### config.mk
export PLATFORM = sky130hd
export DESIGN_NAME = spi_flash_xip_apb
export DESIGN_NICKNAME = d
export VERILOG_FILES = /design/src/rtl/spi_flash_xip_apb.sv
export SDC_FILE = /design/constraint.sdc
export NUM_CORES = 1
export LEC_CHECK = 0
export CORE_AREA = 2 2 128 130
export DETAILED_ROUTE_END_ITERATION = 10
export DIE_AREA = 0 0 130 132
export PLACE_DENSITY_LB_ADDON = 0.08
export SLEW_MARGIN = 20
export SYNTH_ARGS = -nofsm -noshare
export SYNTH_HDL_FRONTEND = slang
export SYNTH_SLANG_ARGS = --single-unit
### constraint.sdc
create_clock -name clock -period 3 [get_ports clock]
set_input_delay 0.6 -clock clock [delete_from_list [all_inputs] [get_ports clock]]
set_output_delay 0.6 -clock clock [all_outputs]
set_load 0.005 [all_outputs]
### src/rtl/spi_flash_xip_apb.sv
// APB slave serving 32-bit execute-in-place reads from SPI NOR flash (mode 0),
// with a single-word read cache in front of the SPI shifter.
module spi_flash_xip_apb #(
    parameter logic [31:0] FLASH_BASE   = 32'h3000_0000,
    parameter logic [31:0] FLASH_MASK   = 32'h0fff_ffff,
    parameter logic [7:0]  READ_CMD     = 8'h03,
    parameter int unsigned ADDR_BYTES   = 3,
    parameter int unsigned DUMMY_CYCLES = 0,
    parameter int unsigned SCK_DIV      = 1,
    parameter int unsigned SS_NUM       = 8,
    parameter int unsigned FLASH_SS     = 0
) (
    input  logic              clock,
    input  logic              reset,
    input  logic [31:0]       in_paddr,
    input  logic              in_psel,
    input  logic              in_penable,
    input  logic [2:0]        in_pprot,
    input  logic              in_pwrite,
    input  logic [31:0]       in_pwdata,
    input  logic [3:0]        in_pstrb,
    output logic              in_pready,
    output logic [31:0]       in_prdata,
    output logic              in_pslverr,
    input  logic              cache_flush,
    output logic              spi_sck,
    output logic [SS_NUM-1:0] spi_ss,
    output logic              spi_mosi,
    input  logic              spi_miso
);

    localparam int unsigned AW    = 8 * ADDR_BYTES;
    localparam int unsigned TW    = 8 + AW;
    localparam int unsigned NBITS = TW + DUMMY_CYCLES + 32;

    typedef enum logic [2:0] {IDLE, SETUP, SHIFT, DONE, RESP} state_t;

    state_t state, state_nx;

    logic [TW-1:0]   tx;
    logic [31:0]     rx;
    logic [7:0]      div_cnt;
    logic [6:0]      bit_cnt;
    logic            phase;
    logic            ss_n;
    logic            flush_seen;
    logic            cache_valid;
    logic [AW-3:0]   cache_tag;
    logic [AW-3:0]   req_tag;
    logic [31:0]     cache_data;

    logic            req;
    logic            bad;
    logic            hit;
    logic            half_end;
    logic            last_bit;
    logic [31:0]     word;
    logic            unused_apb;

    assign req        = in_psel & in_penable & ~in_pready;
    assign bad        = in_pwrite | ((in_paddr & ~FLASH_MASK) != FLASH_BASE);
    assign hit        = cache_valid & (cache_tag == in_paddr[AW-1:2]);
    assign half_end   = (div_cnt == 8'(SCK_DIV));
    assign last_bit   = (bit_cnt == 7'(NBITS - 1));
    // First flash byte arrives in rx[31:24] and belongs in the low lane.
    assign word       = {rx[7:0], rx[15:8], rx[23:16], rx[31:24]};
    assign spi_mosi   = tx[TW-1];
    assign unused_apb = ^{in_pprot, in_pwdata, in_pstrb};

    always_comb begin
        spi_ss           = '1;
        spi_ss[FLASH_SS] = ss_n;
    end

    always_ff @(posedge clock) begin
        if (reset) state <= IDLE;
        else       state <= state_nx;
    end

    always_comb begin
        state_nx = state;
        case (state)
            IDLE:    if (req) state_nx = (bad || hit) ? RESP : SETUP;
            SETUP:   state_nx = SHIFT;
            SHIFT:   if (half_end && phase && last_bit) state_nx = DONE;
            DONE:    state_nx = RESP;
            RESP:    state_nx = IDLE;
            default: state_nx = IDLE;
        endcase
    end

    always_ff @(posedge clock) begin
        if (reset) begin
            in_pready   <= 1'b0;
            in_prdata   <= '0;
            in_pslverr  <= 1'b0;
            spi_sck     <= 1'b0;
            ss_n        <= 1'b1;
            tx          <= '0;
            rx          <= '0;
            div_cnt     <= '0;
            bit_cnt     <= '0;
            phase       <= 1'b0;
            flush_seen  <= 1'b0;
            cache_valid <= 1'b0;
            cache_tag   <= '0;
            req_tag     <= '0;
            cache_data  <= '0;
        end else begin
            in_pready  <= 1'b0;
            in_prdata  <= '0;
            in_pslverr <= 1'b0;
            flush_seen <= flush_seen | cache_flush;
            if (cache_flush) cache_valid <= 1'b0;
            case (state)
                IDLE: begin
                    if (req) begin
                        if (bad) begin
                            in_pready  <= 1'b1;
                            in_pslverr <= 1'b1;
                        end else if (hit) begin
                            in_pready <= 1'b1;
                            in_prdata <= cache_data;
                        end else begin
                            ss_n       <= 1'b0;
                            tx         <= {READ_CMD, in_paddr[AW-1:2], 2'b00};
                            req_tag    <= in_paddr[AW-1:2];
                            div_cnt    <= '0;
                            bit_cnt    <= '0;
                            phase      <= 1'b0;
                            flush_seen <= cache_flush;
                        end
                    end
                end
                SHIFT: begin
                    if (half_end) begin
                        div_cnt <= '0;
                        phase   <= ~phase;
                        if (!phase) begin
                            spi_sck <= 1'b1;
                            rx      <= {rx[30:0], spi_miso};
                        end else begin
                            spi_sck <= 1'b0;
                            tx      <= {tx[TW-2:0], 1'b0};
                            bit_cnt <= bit_cnt + 7'd1;
                            if (last_bit) ss_n <= 1'b1;
                        end
                    end else begin
                        div_cnt <= div_cnt + 8'd1;
                    end
                end
                DONE: begin
                    in_pready <= 1'b1;
                    in_prdata <= word;
                    // A flush seen at any point of this miss keeps the word out of the cache.
                    if (!flush_seen && !cache_flush) begin
                        cache_valid <= 1'b1;
                        cache_tag   <= req_tag;
                        cache_data  <= word;
                    end
                end
                default: ;
            endcase
        end
    end

endmodule
# Word level (Yosys, flattened, before mapping)
# Cells that the tools add are included.
word_totals:
  word_cells: 108
  regBits: 197
op_classes:
  addsub: 2
  n_eq_ne: 14
  mux: 47
  reduce_logical: 18
  bitwise: 11
op_table:
  columns: ["cell", "count"]
  rows:
  - ["two-way mux 32 bit", 8]
  - ["case mux 32 bit (2 select lines)", 2]
  - ["two-way mux 7 bit", 5]
  - ["two-way mux 8 bit", 4]
  - ["equality test 22 bit", 1]
  - ["two-way mux 1 bit", 19]
  - ["case mux 8 bit (2 select lines)", 1]
  - ["!= test 2 bit (second input constant)", 7]
  - ["case mux 7 bit (2 select lines)", 1]
  - ["case mux 3 bit (4 select lines)", 1]
  - ["two-way mux 3 bit", 3]
  - ["adder 8 x 1 -> 8 bit (second input constant)", 1]
  - ["equality test 8 x 1 -> 1 bit (second input constant)", 1]
  - ["AND reduction 4 bit", 2]
  - ["adder 7 x 1 -> 7 bit (second input constant)", 1]
  - ["equality test 7 x 6 -> 1 bit (second input constant)", 1]
  - ["AND reduction 7 bit", 1]
  - ["equality test 3 x 2 -> 1 bit (second input constant)", 2]
  - ["NOT 1 bit", 6]
  - ["case mux 1 bit (2 select lines)", 3]
  - ["AND reduction 2 bit", 3]
  - ["AND reduction 6 bit", 1]
  - ["AND reduction 5 bit", 1]
  - ["!= test 4 x 2 -> 1 bit (second input constant)", 1]
  - ["10 further kinds", 16]

# Logic depth before layout (Yosys ltp)
# Gate-level depths: netlist of run 1.
depth:
  depth_word: 6
  depth_mapped: 9

# Least setup slack after synthesis of run 1
# OpenSTA, ideal clock, no wires.
synth_path:
  path_kind: "in2reg"
  from: "input in_paddr[31]"
  to: "register tx[14]"
  setup_slack_ns: 0.696
  n_path_buf: 2
  required_time_ns: 2.909
  path_stages: 8
  arrival_time_ns: 2.213
  cell_sequence: "nor4b_1 > nand4_1 > nor2_1 > o21a_1 > buf_2 > buf_2 > nor3_1 > a311oi_1"
synth_between:
  elab_chain_len: 4
synth_rtl:
  columns: ["item", "line_no", "rtl"]
  rows:
  - ["from (decl)", "15", "input logic [31:0] in_paddr,"]
  - ["!= test 4 x 2 -> 1 bit", "61", "assign bad = in_pwrite | ((in_paddr & ~FLASH_MASK) != FLASH_BASE);"]
  - ["bitwise OR 1 bit", "61", null]
  - ["!= test 2 bit (no line)", null, null]
  - ["AND reduction 6 bit (no line)", null, null]
  - ["to (signal assigned)", "126", "tx <= {READ_CMD, in_paddr[AW-1:2], 2'b00};"]
  - ["to (signal assigned)", "144", "tx <= {tx[TW-2:0], 1'b0};"]
  - ["to (decl)", "40", "logic [TW-1:0] tx;"]
# Every way passes these cells.
# A chain may end at the register's enable or synchronous reset.

# Worst setup path in the final report of run 1
layout_path:
  from: "input in_paddr[23]"
  to: "register tx[21]"
layout_between:
  elab_chain_len: 4
layout_rtl:
  columns: ["item", "line_no", "rtl"]
  rows:
  - ["equality test 22 bit", "62", "assign hit = cache_valid & (cache_tag == in_paddr[AW-1:2]);"]
  - ["AND 1 bit", "62", null]
  - ["!= test 2 bit (no line)", null, null]
  - ["AND reduction 6 bit (no line)", null, null]
# Every way passes these cells.

==> metrics.txt, run 1 <==
htree depth 4; top cells by area, synth dfxtp_1 (50%), nand2_1 (14%), a21oi_1 (8.5%); ys flop type dfxtp_1; sequential share of power 0.520; CTS buffer count 17; Setup Buffers After CTS 0; vias 6707; Pleak 3.058 nW; Worst Tran Pin Value 551.1 ps; combinational share of power 0.036; crit path max fanout 21; RD Place Congestion 0.7775; outcome completed; Total Routing Usage GR 0.2191; Setup CP Type in2reg; Place WS -41.03 ps; Min Hold Slack 451.0 ps; DP HPWL 11290 µm; Clk Latency, worst-skew pair 430 ps; Post-synth top cells nand2_1 (282), dfxtp_1 (195), a21oi_1 (131); first-pass GRT wire length 30450 µm; Psw 0.001123 W; Die X 130 µm; Synth async-reset ratio 0; antenna violations before repair 0; placed insts 1202; Starting Density 0.4932; most common cell in the netlist nand2_1; number of global-route vias before repair 6045; Post-Synth Simple-Gate Area 0.2362; Core Region 15710 µm²; Synth cell types 51; IO Count 122; # rows 46; switching part of the total 0.2247; Worst Setup End Kind flop; largest family of logic cells by synthesized area simple AND/OR/NAND/NOR gates; CTS tree built; TritonRoute pass-1 iters 5; Yosys reg bits 195; antenna cells 0; Routed WL per cell 14.89 µm; total gr overflow 0; Internal Power 0.003875 W; total die area 17160 µm²; Num Clock Sinks 195; worst ir drop on vdd 0.0004191 V; Final TNS setup 0 ps; XOR/XNOR Fraction of Synth Area 0.02599; die height 132 µm; dpl cell area 8718 µm²; adder-cell share of the synthesized area 0.004843; fin worst setup slack 303.7 ps; Cell Area, Synth 7750 µm²; DRC violations left 0; WL final 18370 µm; area share of the largest cell type after synthesis 0.5037; Req. time, crit path 3340 ps; Pins Over Slew Limit 0; Power Dens Cells 537.5 nW/µm²; Routed Antenna Nets 0; nets 1086; Mapped Cells 959; worst path arrival time 3040 ps; Synth area leader dfxtp_1; Hold Path Class reg2reg; Area Growth Syn to Fin 19.99%; port buffer count 69; Clock power frac 0.445; largest net degree at the start of global routing 81; CTS root buf clkbuf_16; hold_buf cts 0; Post-synth EDFFs 0; clock period minus worst slack 2696 ps; Slew HR 0.6326; Design Area, Final 9299 µm²; DR iter-0 viols 601; RSZ-0062 raised after global routing no; count of final setup violators 0; post-route clock period utilization 0.8988; Yosys Warn Count 0; highest clock rate 370.9 MHz; post-synthesis compound-gate area fraction 0.1782; Worst-path clk slew 70 ps; DR vias/cell 5.435; Synth Area per Inst 8.081 µm²; fraction of layout cells with a size suffix above 1 0.07466; Setup crit start kind input port; max-cap viol count 0; Clock Path Buffers 2; post-synthesis mux area share 0; register area share after synthesis 0.5037; Setup Skew 9.586 ps; Hold Vio Cnt, Final 0; Finished Layout Cells 1234; Resized Gates After CTS 0
## critical path, cell delays in order
cell             delay, ps
clkdlybuf4s50_1        460
xnor2_1                400
nand4_1                140
or4_1                  630
o21ai_2                240
nand2_1                140
buf_12                 180
a311oi_1               220
## state kept, by name (all words and copies together), names as in the netlist, 7 cells and up
name	count
in_prdata	32
div_cnt	8
cache_tag	22
rx	32
req_tag	22
cache_data	32
tx	30
bit_cnt	7
## final cells by class
type	count	area (µm²)
inverter	7	26.28
sequential	195	3904
tap	216	270.3
multi-input combinational	683	3502
clock buffer	20	456.7
timing repair buffer	101	1016
clock inverter	12	123.9
fill	1476	6414
## through the flow
stage	util	power, W
2_1_floorplan	-	0.002747
3_3_place_gp	0.5549	0.002835
3_5_place_dp	0.5549	0.002835
4_1_cts	0.5918	0.005040
5_1_grt	0.5918	0.005149
6_report	0.5918	0.004998
## cells in the final DEF (no fill, tap or decap), types with 23 or more instances in the layout
| cell type | n |
|---|---|
| nor2_1 | 55 |
| clkdlybuf4s50_1 | 68 |
| dfxtp_1 | 195 |
| a32oi_1 | 32 |
| buf_4 | 26 |
| a311oi_1 | 23 |
| nor3_1 | 32 |
| a21oi_1 | 131 |
| nand2_1 | 281 |
## path summary, 6_finish.rpt
check / startpoint / end / slack (ps) / cells past startpoint
setup / recovery: in_paddr[23] / tx[21] / 300 / 8
hold / removal: req_tag[16] / cache_tag[16] / 450 / 2
setup reg to reg: div_cnt[0] / rx[1] / 490 / 7
hold reg to reg: req_tag[16] / cache_tag[16] / 450 / 2
## power by group through the flow
stage	registers (W)	logic [W]	clock network, W
after floorplan	0.00266	0.0000917	0
after global placement	0.00266	0.000177	0
after detailed placement	0.00266	0.000177	0
after CTS	0.00260	0.000178	0.00226
after global routing	0.00260	0.000195	0.00236
final	0.00260	0.000178	0.00222
## metal layers
metal,vias to the layer above,global-route usage,routed length [µm]
met5,-,0,0
met2,148,0.3150,8058
met4,0,0.05914,195
li1,3382,-,-
met1,3163,0.3333,9230
met3,14,0.04302,889
## cell families (layout without fill, tap and decap cells)
logic type	count (synthesis)	count (layout)
XOR/XNOR	23	23
AND/OR/NAND/NOR	431	431
other	1	7
buffers and inverters	87	140
adder cells (fa/ha/maj)	3	3
AO/OA/AOI/OAI	219	219
flip-flops	195	195
Power figures use the tool's default switching activity.
==> run 2, diff against run 1 <==
CORE_AREA = 2 2 122 136   (was 2 2 128 130)
DIE_AREA = 0 0 124 138   (was 0 0 130 132)
==> run 2 against run 1 <==
Compared with the run above: register-to-register slack gained 50 ps; worst setup slack gained 54 ps; sequential power is essentially flat; via count grew 0.31%; final cell count shrank 0.24%; combinational power grew 2%; flip-flop and latch count is the same; die area shrank 0.28%; critical endpoint is now tx[19]; largest power group unchanged.
==> metrics.txt, run 2 (synthesis results as in run 1) <==
largest net degree at the start of global routing 58 (-28%); clock period minus worst slack 2642 ps (-54.11 ps); Setup Skew 8.857 ps (-0.7290 ps); CTS buffer count 17 (unchanged); WL met3 499 µm (-44%); RD Place Congestion 0.7942 (+2.1%); total gr overflow 0 (unchanged); Die X 124 µm (-4.6%); antenna violations before repair 0 (unchanged); met1 wire length 8567 µm (-7.2%); DP HPWL 11580 µm (+2.6%); Fill cells 1511 (+2.4%); Pins Over Slew Limit 0 (unchanged); worst path arrival time 2970 ps (-70 ps); Worst Tran Pin Value 773.6 ps (+222.6 ps); TritonRoute pass-1 iters 4 (-1); Worst-path clk slew 70 ps (about the same); CTS tree built; total die area 17110 µm² (-0.28%); Setup crit start kind input port; vias 6728 (+0.31%); Clk Latency, worst-skew pair 430 ps (about the same); worst ir drop on vdd 0.0004056 V (-3.2%); IO Count 122 (unchanged); register area 3904 µm² (unchanged); DR vias/cell 5.465 (+0.56%); DR iter-0 viols 435 (-28%); crit path max fanout 22 (+4.8%); htree depth 4 (unchanged); Setup CP Type in2reg; first-pass GRT wire length 31000 µm (+1.8%); hold_buf cts 0 (unchanged); Worst Setup End Kind flop; Area Growth Syn to Fin 21.50%; Place WS -45.51 ps (-4.483 ps); fraction of layout cells with a size suffix above 1 0.08374 (+0.009083); Starting Density 0.4862 (-0.007046); Clock Path Buffers 2 (unchanged); WL final 18670 µm (+1.6%); commonest non-fill, non-tap cells in the layout nand2_1 (281), dfxtp_1 (195), a21oi_1 (131); antenna cells 0 (unchanged); most common cell after layout, fill and taps aside nand2_1; outcome completed; max-cap viol count 0 (unchanged); Hold Vio Cnt, Final 0 (unchanged); nets 1095 (+0.83%); Req. time, crit path 3330 ps (about the same); Hold Path Class reg2reg; Routed Antenna Nets 0 (unchanged); DRC violations left 0 (unchanged); Pleak 3.146 nW (+2.9%); port buffer count 69 (unchanged); Power Dens Cells 557.2 nW/µm² (+3.7%); Num Clock Sinks 195 (unchanged); Core Region 15940 µm² (+1.4%); area occupied by multi-input gates 3502 µm² (unchanged); highest clock rate 378.5 MHz (+2.0%); Resized Gates After CTS 0 (unchanged); Min Hold Slack 451.9 ps (+0.9540 ps); Setup Buffers After CTS 0 (unchanged); final core utilization 0.5907 (-0.001076); routed wl met2 9227 µm (+15%); biggest regs cache_data: 32 flops, in_prdata: 32 flops, rx: 32 flops; fin worst setup slack 357.8 ps (+54.11 ps); max layer used met4; # rows 49 (+6.5%); CTS root buf clkbuf_16; die height 138 µm (+4.5%); Total Routing Usage GR 0.2249 (+0.005859); RSZ-0062 raised after global routing no; number of global-route vias before repair 6316 (+4.5%); Slew HR 0.4830 (-0.1496); Routed WL per cell 15.16 µm (+1.8%); post-route clock period utilization 0.8807 (-0.01804); count of final setup violators 0 (unchanged)
-- run 2: changes by cell type in the layout (fill, tap and decap cells not counted), moves of 2 or more --
cell	delta
inv_6	+2
buf_4	+9
bufinv_16	+3
clkinv_4	-2
clkinvlp_4	-2
-- run 2: cell type report --
type | count | share of cell area
tap | 204 | 0.02711
clock buffer | 19 | 0.04810
multi-input combinational | 683 | 0.3719
sequential | 195 | 0.4146
timing repair buffer | 110 | 0.1151
inverter | 7 | 0.002790
clock inverter | 13 | 0.02046
-- run 2: worst paths after layout --
path / startpoint / depth (start not counted) / to / slack [ps]
max reg2reg: div_cnt[0] / 7 / rx[2] / 540
min: req_tag[5] / 2 / cache_tag[5] / 450
max: in_paddr[23] / 8 / tx[19] / 360
min reg2reg: req_tag[5] / 2 / cache_tag[5] / 450
-- run 2: per-layer routing --
metal / vias to the layer above / track usage
li1: 3399 / -
met1: 3211 / 0.2874
met2: 93 / 0.3837
met3: 25 / 0.03548
met4: 0 / 0.07510
met5: - / 0
-- run 2: power breakdown --
part	switching [W]	internal, W
sequential	0.00000508	0.00259
combinational	0.000103	0.0000791
clock	0.00101	0.00146
-- run 2: stage by stage --
step / cells / area (µm²) / total power, W / setup TNS (ps)
global route: 1231 / 9417 / 0.005412 / 0
floorplan: 965 / 7772 / 0.002747 / 0
CTS: 1231 / 9417 / 0.005292 / 0
global placement: 1199 / 8771 / 0.002841 / -207.1
finish: 1231 / 9417 / 0.005247 / 0
detailed placement: 1199 / 8771 / 0.002841 / -714.3
-- run 2: critical path: stages --
cell,delay (ps)
clkdlybuf4s50_1,480
xnor2_1,330
nand4_1,120
or4_1,630
o21ai_2,240
nand2_1,120
buf_12,180
a311oi_1,250
